## config.mk

```make
export PLATFORM = sky130hd
export DESIGN_NAME = incoming_request_buffer
export DESIGN_NICKNAME = d
export VERILOG_FILES = /design/src/rtl/incoming_request_buffer.sv
export SDC_FILE = /design/constraint.sdc
export NUM_CORES = 1
export LEC_CHECK = 0
export ABC_AREA = 1
export ABC_CLOCK_PERIOD_IN_PS = 7900
export CAP_MARGIN = 0
export CORE_ASPECT_RATIO = 0.8
export CORE_MARGIN = 1
export CORE_UTILIZATION = 40
export DETAILED_ROUTE_END_ITERATION = 8
export GPL_TIMING_DRIVEN = 0
export HOLD_SLACK_MARGIN = 0.03
export SYNTH_ARGS = -nofsm -noshare
export SYNTH_HDL_FRONTEND = slang
export SYNTH_SLANG_ARGS = --single-unit
export TNS_END_PERCENT = 5
```

## constraint.sdc

```tcl
create_clock -name clk -period 7.9 [get_ports clk]
set_clock_uncertainty 0.1 [all_clocks]
set_input_delay 0.79 -clock clk [delete_from_list [all_inputs] [get_ports clk]]
set_output_delay 0.79 -clock clk [all_outputs]
set_load 0.02 [all_outputs]
```

## src/rtl/incoming_request_buffer.sv

```systemverilog
// AR-channel ingress buffer: tags each accepted read request from a free pool,
// queues it in a FIFO and presents it downstream through a registered output stage.
module incoming_request_buffer #(
  parameter int ID_WIDTH   = 4,
  parameter int ADDR_WIDTH = 32,
  parameter int LEN_WIDTH  = 8,
  parameter int TAG_WIDTH  = 4,
  parameter int FIFO_DEPTH = 8
) (
  input  logic                  clk,
  input  logic                  rst,
  input  logic                  in_ar_valid,
  output logic                  in_ar_ready,
  input  logic [ID_WIDTH-1:0]   in_ar_id,
  input  logic [ADDR_WIDTH-1:0] in_ar_addr,
  input  logic [LEN_WIDTH-1:0]  in_ar_len,
  output logic                  out_ar_valid,
  input  logic                  out_ar_ready,
  output logic [ID_WIDTH-1:0]   out_ar_id,
  output logic [ADDR_WIDTH-1:0] out_ar_addr,
  output logic [LEN_WIDTH-1:0]  out_ar_len,
  output logic [TAG_WIDTH-1:0]  out_ar_tagid,
  input  logic                  rel_valid,
  input  logic [TAG_WIDTH-1:0]  rel_tagid,
  output logic [TAG_WIDTH:0]    tags_free,
  output logic                  err_dbl_free
);

  localparam int NUM_TAGS = 1 << TAG_WIDTH;
  localparam int PTR_W    = $clog2(FIFO_DEPTH);

  logic [NUM_TAGS-1:0]   busy_q, busy_d;
  logic                  dblFree_q, dblFree_d;
  logic [TAG_WIDTH-1:0]  allocTag;
  logic [TAG_WIDTH:0]    freeCount;

  logic [ID_WIDTH-1:0]   memId   [FIFO_DEPTH];
  logic [ADDR_WIDTH-1:0] memAddr [FIFO_DEPTH];
  logic [LEN_WIDTH-1:0]  memLen  [FIFO_DEPTH];
  logic [TAG_WIDTH-1:0]  memTag  [FIFO_DEPTH];
  logic [PTR_W-1:0]      wrPtr_q, rdPtr_q;
  logic [PTR_W:0]        count_q, count_d;
  logic                  fifoFull, fifoEmpty, push, pop;

  logic                  outValid_q;
  logic [ID_WIDTH-1:0]   outId_q;
  logic [ADDR_WIDTH-1:0] outAddr_q;
  logic [LEN_WIDTH-1:0]  outLen_q;
  logic [TAG_WIDTH-1:0]  outTag_q;

  // Descending scan so the lowest-index free tag wins; also counts free tags.
  always_comb begin
    allocTag  = '0;
    freeCount = '0;
    for (int i = NUM_TAGS - 1; i >= 0; i--) begin
      if (!busy_q[i]) allocTag = TAG_WIDTH'(i);
      freeCount = freeCount + {{TAG_WIDTH{1'b0}}, ~busy_q[i]};
    end
  end

  assign fifoFull    = (count_q == (PTR_W+1)'(FIFO_DEPTH));
  assign fifoEmpty   = (count_q == '0);
  assign in_ar_ready = !fifoFull && (freeCount != '0);
  assign push        = in_ar_valid && in_ar_ready;
  assign pop         = !fifoEmpty && (!outValid_q || out_ar_ready);

  // Release is judged against the pre-edge busy map, so a tag being allocated
  // this cycle still counts as free and releasing it flags a double free.
  always_comb begin
    busy_d    = busy_q;
    dblFree_d = dblFree_q;
    if (rel_valid) begin
      if (busy_q[rel_tagid]) busy_d[rel_tagid] = 1'b0;
      else                   dblFree_d = 1'b1;
    end
    if (push) busy_d[allocTag] = 1'b1;
  end

  always_comb begin
    count_d = count_q;
    if (push && !pop)      count_d = count_q + 1'b1;
    else if (!push && pop) count_d = count_q - 1'b1;
  end

  always_ff @(posedge clk) begin
    if (rst) begin
      busy_q    <= '0;
      dblFree_q <= 1'b0;
      wrPtr_q   <= '0;
      rdPtr_q   <= '0;
      count_q   <= '0;
    end else begin
      busy_q    <= busy_d;
      dblFree_q <= dblFree_d;
      count_q   <= count_d;
      if (push) wrPtr_q <= wrPtr_q + 1'b1;
      if (pop)  rdPtr_q <= rdPtr_q + 1'b1;
    end
  end

  // Storage needs no reset; only the pointers and count define validity.
  always_ff @(posedge clk) begin
    if (push) begin
      memId[wrPtr_q]   <= in_ar_id;
      memAddr[wrPtr_q] <= in_ar_addr;
      memLen[wrPtr_q]  <= in_ar_len;
      memTag[wrPtr_q]  <= allocTag;
    end
  end

  always_ff @(posedge clk) begin
    if (rst) begin
      outValid_q <= 1'b0;
      outId_q    <= '0;
      outAddr_q  <= '0;
      outLen_q   <= '0;
      outTag_q   <= '0;
    end else if (pop) begin
      outValid_q <= 1'b1;
      outId_q    <= memId[rdPtr_q];
      outAddr_q  <= memAddr[rdPtr_q];
      outLen_q   <= memLen[rdPtr_q];
      outTag_q   <= memTag[rdPtr_q];
    end else if (outValid_q && out_ar_ready) begin
      outValid_q <= 1'b0;
    end
  end

  assign out_ar_valid = outValid_q;
  assign out_ar_id    = outId_q;
  assign out_ar_addr  = outAddr_q;
  assign out_ar_len   = outLen_q;
  assign out_ar_tagid = outTag_q;
  assign tags_free    = freeCount;
  assign err_dbl_free = dblFree_q;

endmodule

```

### Word level (Yosys, flattened, before mapping)

Memory sizes are Yosys's and may differ from the RTL's. A register that Yosys moved wholly into a read port is not among the register bits.
Index checks and enable logic that the tools add are counted.

| operators by class | value |
|---|---|
| bitwise gates (word level) | 20 |
| reductions and logical operators | 19 |
| mux-type cells | 31 |
| $add $sub $neg | 19 |
| magnitude comparators | 4 |
| eq/ne operators | 1 |

Operators with widths:

| kind | count |
|---|---|
| $mux 4 | 18 |
| $add 5x1->5 | 11 |
| $mux 16 | 3 |
| $not 1->1 | 17 |
| $and 16x16->16 | 1 |
| $not 16->16 | 1 |
| $or 16x16->16 | 1 |
| $lt 4x5->1 const B | 2 |
| $demux 1 s4 | 2 |
| $ge 4x1->1 const B | 2 |
| $logic_and 1x1->1 | 8 |
| $mux 1 | 7 |
| $add 3x1->3 const B | 2 |
| $add 4x1->5 | 1 |
| $logic_not 1->1 | 5 |
| $reduce_bool 5->1 | 1 |
| $add 3x1->4 | 1 |
| $add 4x1->4 const B | 1 |
| $bmux 1 s4 | 1 |
| $eq 4x4->1 const B | 1 |
| $logic_not 4->1 | 1 |
| $reduce_bool 2->1 | 2 |
| $sub 4x1->4 const B | 1 |
| $add 2x1->3 | 1 |
| 3 further kinds | 3 |

| word-level totals | value |
|---|---|
| logic and storage cells | 104 |
| input bits | 53 |
| flip-flop bits (word level) | 28 |
| memories kept | 4 |
| output and inout bits | 56 |
| memory bits (writable) | 384 |

Memory list:

| name | words | bits a word | rd ports | clocked after memory_dff | write ports | line | RTL |
|---|---|---|---|---|---|---|---|
| memAddr | 8 | 32 | 1 | 1 | 1 | 38 | `logic [ADDR_WIDTH-1:0] memAddr [FIFO_DEPTH];` |
| memLen | 8 | 8 | 1 | 1 | 1 | 39 | `logic [LEN_WIDTH-1:0] memLen [FIFO_DEPTH];` |
| memId | 8 | 4 | 1 | 1 | 1 | 37 | `logic [ID_WIDTH-1:0] memId [FIFO_DEPTH];` |
| memTag | 8 | 4 | 1 | 1 | 1 | 40 | `logic [TAG_WIDTH-1:0] memTag [FIFO_DEPTH];` |

### Depth between registers and ports, before layout

| logic depth | value |
|---|---|
| word-level depth | 23 |
| gate-level depth with buffers | 27 |
| gate-level depth less buffers | 27 |

### Worst setup path before layout

No wires, ideal clock.

| timing | value |
|---|---|
| path kind | register to register |
| from | register busy_q[6] |
| to | memory memAddr[0][0] (enable) |
| setup time | 0.454 ns |
| arrival time | 6.236 ns |
| buffers on the path | 0 |
| cell stages (with the launch flop) | 19 |
| required time | 7.346 ns |
| setup slack | 1.111 ns |
| path through | dfxtp_1 > inv_1 > fa_1 > inv_1 > fa_1 > fa_1 > fa_1 > inv_1 > ha_1 > fa_1 > xor2_1 > nor3_1 > nand2_1 > nand2_1 > inv_2 > nand2_2 > inv_1 > nand2_1 > nor2_1 |

| between the ends | value |
|---|---|
| longest elaborated chain between the ends | 13 |

RTL lines:

| element | line | RTL |
|---|---|---|
| start: declaration | 32 | `logic [NUM_TAGS-1:0] busy_q, busy_d;` |
| start signal: assignment | 93 | `busy_q <= busy_d;` |
| $not 1->1 | 57 | `freeCount = freeCount + {{TAG_WIDTH{1'b0}}, ~busy_q[i]};` |
| $add 5x1->5 (7 in a row) | 57 |  |
| net tags_free[2] | 25 | `output logic [TAG_WIDTH:0] tags_free,` |
| $reduce_bool 5->1 | 63 | `assign in_ar_ready = !fifoFull && (freeCount != '0);` |
| $logic_and 1x1->1 | 63 |  |
| net in_ar_ready | 13 | `output logic in_ar_ready,` |
| $logic_and 1x1->1 | 64 | `assign push = in_ar_valid && in_ar_ready;` |
| $mux 1 | 103 | `if (push) begin` |
| $mux 1 (not written as such) | 105 | `memAddr[wrPtr_q] <= in_ar_addr;` |
| end: declaration | 38 |  |

The timed path passes the listed nets, and every way through them passes these cells.

### Worst setup path in the final report

| timing | value |
|---|---|
| from | register busy_q[6] |
| to | register count_q[3] |

| between the ends | value |
|---|---|
| longest elaborated chain between the ends | 14 |
| elaborated cells on any way between the ends | 16 |

RTL lines:

| element | line | RTL |
|---|---|---|
| $not 1->1 * | 57 |  |
| $add 5x1->5 * (7 in a row) | 57 |  |
| $reduce_bool 5->1 * | 63 |  |
| $logic_and 1x1->1 * | 63 |  |
| $logic_and 1x1->1 * | 64 |  |
| $logic_not 1->1 | 82 | `else if (!push && pop) count_d = count_q - 1'b1;` |
| $logic_and 1x1->1 | 82 |  |
| $reduce_bool 2->1 (no source line) | n/a |  |
| end signal: assignment | 95 | `count_q <= count_d;` |
| end: declaration | 42 | `logic [PTR_W:0] count_q, count_d;` |

Mark *: on every way between the ends. The rest lies on a longest branch, timed or not.
A chain may end at the register's enable or synchronous reset.

==> impl_metrics.ini <==
[run_status]
outcome = completed

[sta]
tns_ns = 0
post-route-period-util = 0.755
slew_violations = 0
period_needed_ns = 5.96
setup_viol_count_final = 0
hold_viol_final = 0
slew_headroom = 0.391
fin_hold_ws_ns = 0.388
max_freq_mhz = 168
worstMarginPinSlew_ns = 0.911
rsz0062_at_grt = false

[worst_setup_path]
r2r_start = busy_q[6]$_SDFF_PP0_
slowest_delay_ns = 0.56
critical_path_class = reg2reg
setup.worst_path.end_class = flip-flop
start_kind = flip-flop
timing.critical_path.from = busy_q[6]$_SDFF_PP0_
cp.required_ns = 8.24
critPathMaxFanout = 9
critical-path-top-delay-family = adder cells
cp_slowest_cell = fa_1
path_buf_inv = 6
worst-endpoint-arrival_ns = 6.31

[global_route]
grt_pass1_wl_um = 74700
grtUsageTotal = 0.218
antenna_found_initial = 1
grt_start_max_net_pins = 28
grt_pass1_vias = 12100
grt_overflow = 0

[cts]
ctsRootBufferMaster = clkbuf_16
clk_latency_ns = 0.56
cts_num_sinks = 460
cts_tree = done
clockBufferDepth = 3
holdBufCountCts = 0
numCtsBuffers = 45
htreeDepth = 2
path_clk_slew_ns = 0.07
cts.repair.resized = 0
postCtsSetupRepairBufs = 0

[route]
num_vias = 12300
dr.pass1.iters = 6
ant_nets = 0
wl_per_cell_um = 22.2
drcViolationCount = 0
drtIter0Drc = 1178
via_per_inst = 5.53
wl_um = 49600

[synth]
yosys.area.top_type = edfxtp_1
yosysUniqueCellTypes = 40
synth.top_cell.area_share = 0.637
yosysMostFrequentCell = edfxtp_1
synth_area_um2 = 18100
yosys_warnings = 0
synth_commonest_cells = edfxtp_1 (384), o21ai_0 (285), nor2_1 (212)
syn_area_per_cell_um2 = 12.7
synthCells = 1425
seq_area_frac_synth = 0.721
synth_nets = 1501
synth_edf_count = 384
synthArstFlopShare = 0
synth-seq-cells = 460
synth.area.top_cells = edfxtp_1 (64%), dfxtp_1 (8.4%), o21ai_0 (7.9%)
synth_ff_type = edfxtp_1

[floorplanning]
rows = 69
core_um2 = 44500
num_io_pins = 109
chipWidth_um = 240
die_y_um = 192
dieArea_um2 = 46100
start_util = 0.406

[cells_and_area]
drive_above_1_share = 0.0828
area_growth_pct = 20.2
fin_util = 0.488
finalNetCount = 1670
antenna_cells = 0

[hold_path]
hold_path_class = reg2reg
min-delay-start = err_dbl_free$_SDFFE_PP0P_

[power]
p_sw_mw = 2.63
powerDensity_nw_per_um2 = 343
clkPwrFrac = 0.280
power_frac_seq = 0.405
p_int_mw = 4.82
ir_drop_mv = 0.178
p_sw_frac = 0.353
leakage_nw = 7.04
combPwrFrac = 0.315

[place]
finalWeightedCongestion = 0.863
hpwl_um = 31800
port-buffer-count = 108

[job]
timing.max_cap.violations = 0
power groups by stage:
stage / clock, mW / combinational [mW] / sequential (mW)
after floorplan: 0 / 1.17 / 3.18
after global placement: 0 / 2.24 / 3.09
after detailed placement: 0 / 2.34 / 3.07
after CTS: 2.12 / 2.35 / 3.02
after global routing: 2.21 / 2.57 / 3.04
final: 2.09 / 2.35 / 3.02
tightest hold or removal path, delay by kind of cell, from the launching register on:
kind             cells  cell delay [ns]
AND/OR/NAND/NOR      2             0.12
flip-flops           1             0.33
cells by family (layout without fill, tap and decap cells):
group                    count (synthesis)  count (layout)  synth area share
AO/OA/AOI/OAI                          497             497             0.155
XOR/XNOR                                 4               4           0.00194
adder cells (fa/ha/maj)                 23              23            0.0205
buffers and inverters                  145             350            0.0319
flip-flops                             460             460             0.721
AND/OR/NAND/NOR                        296             296            0.0693
through the flow:
step | setup slack, ns | instance area, um2 | power [mW] | instances
4_1_cts | 1.90 | 21800 | 7.49 | 2233
3_3_place_gp | -1.08 | 19900 | 5.34 | 2136
2_1_floorplan | 1.11 | 18100 | 4.35 | 1425
6_report | 1.94 | 21800 | 7.45 | 2233
3_5_place_dp | 1.95 | 20300 | 5.41 | 2150
5_1_grt | 1.43 | 21800 | 7.82 | 2233
final cells by class:
cell class,instances,area [um2]
Buffer,93,382
Clock buffer,58,1200
Clock inverter,25,209
Fill cell,3949,22800
Inverter,52,195
Multi-Input combinational cell,820,4520
Sequential cell,460,13100
Tap cell,603,754
Timing Repair Buffer,122,1430
flip-flops by register name, indices dropped and copies added, names as in the netlist:
name / flops
memAddr: 256
rdPtr_q: 3
memLen: 64
out_ar_tagid: 4
count_q: 4
busy_q: 16
memId: 32
out_ar_id: 4
out_ar_addr: 32
wrPtr_q: 3
memTag: 32
out_ar_len: 8
err_dbl_free: 1
out_ar_valid: 1
path summary, 6_finish.rpt:
kind | slack [ns] | cells past startpoint | to
worst max register to register | 1.94 | 26 | count_q[3]$_SDFFE_PP0P_
worst max-delay path | 1.94 | 26 | count_q[3]$_SDFFE_PP0P_
worst min register to register | 0.39 | 2 | err_dbl_free$_SDFFE_PP0P_
worst min-delay path | 0.39 | 2 | err_dbl_free$_SDFFE_PP0P_
placed cells by master (no fill, tap or decap), drive strengths merged:
cell type,count
nor2,216
buf,32
o21bai,1
xor2,4
clkbuf,133
o31ai,16
inv,53
o221ai,50
nor3,7
a221oi,1
nand4,8
o211ai,1
clkinv,19
or2,1
edfxtp,384
clkdlybuf4s50,108
o21ai,300
a21oi,76
nand2,45
dfxtp,76
bufinv,3
o22ai,48
clkinvlp,2
a22oi,3
nand3,18
ha,12
and3,1
a211oi,1
fa,11
layer usage:
metal | share of wire | wire [um] | vias to the layer above | global-route usage
met2 | 0.46 | 22700 | 500 | 0.344
met1 | 0.45 | 22400 | 6101 | 0.315
met3 | 0.076 | 3760 | 69 | 0.0365
met5 | 0.00018 | 9 | - | 0
met4 | 0.015 | 760 | 2 | 0.0530
li1 | - | - | 5666 | -
(Power assumes the default switching activity.)
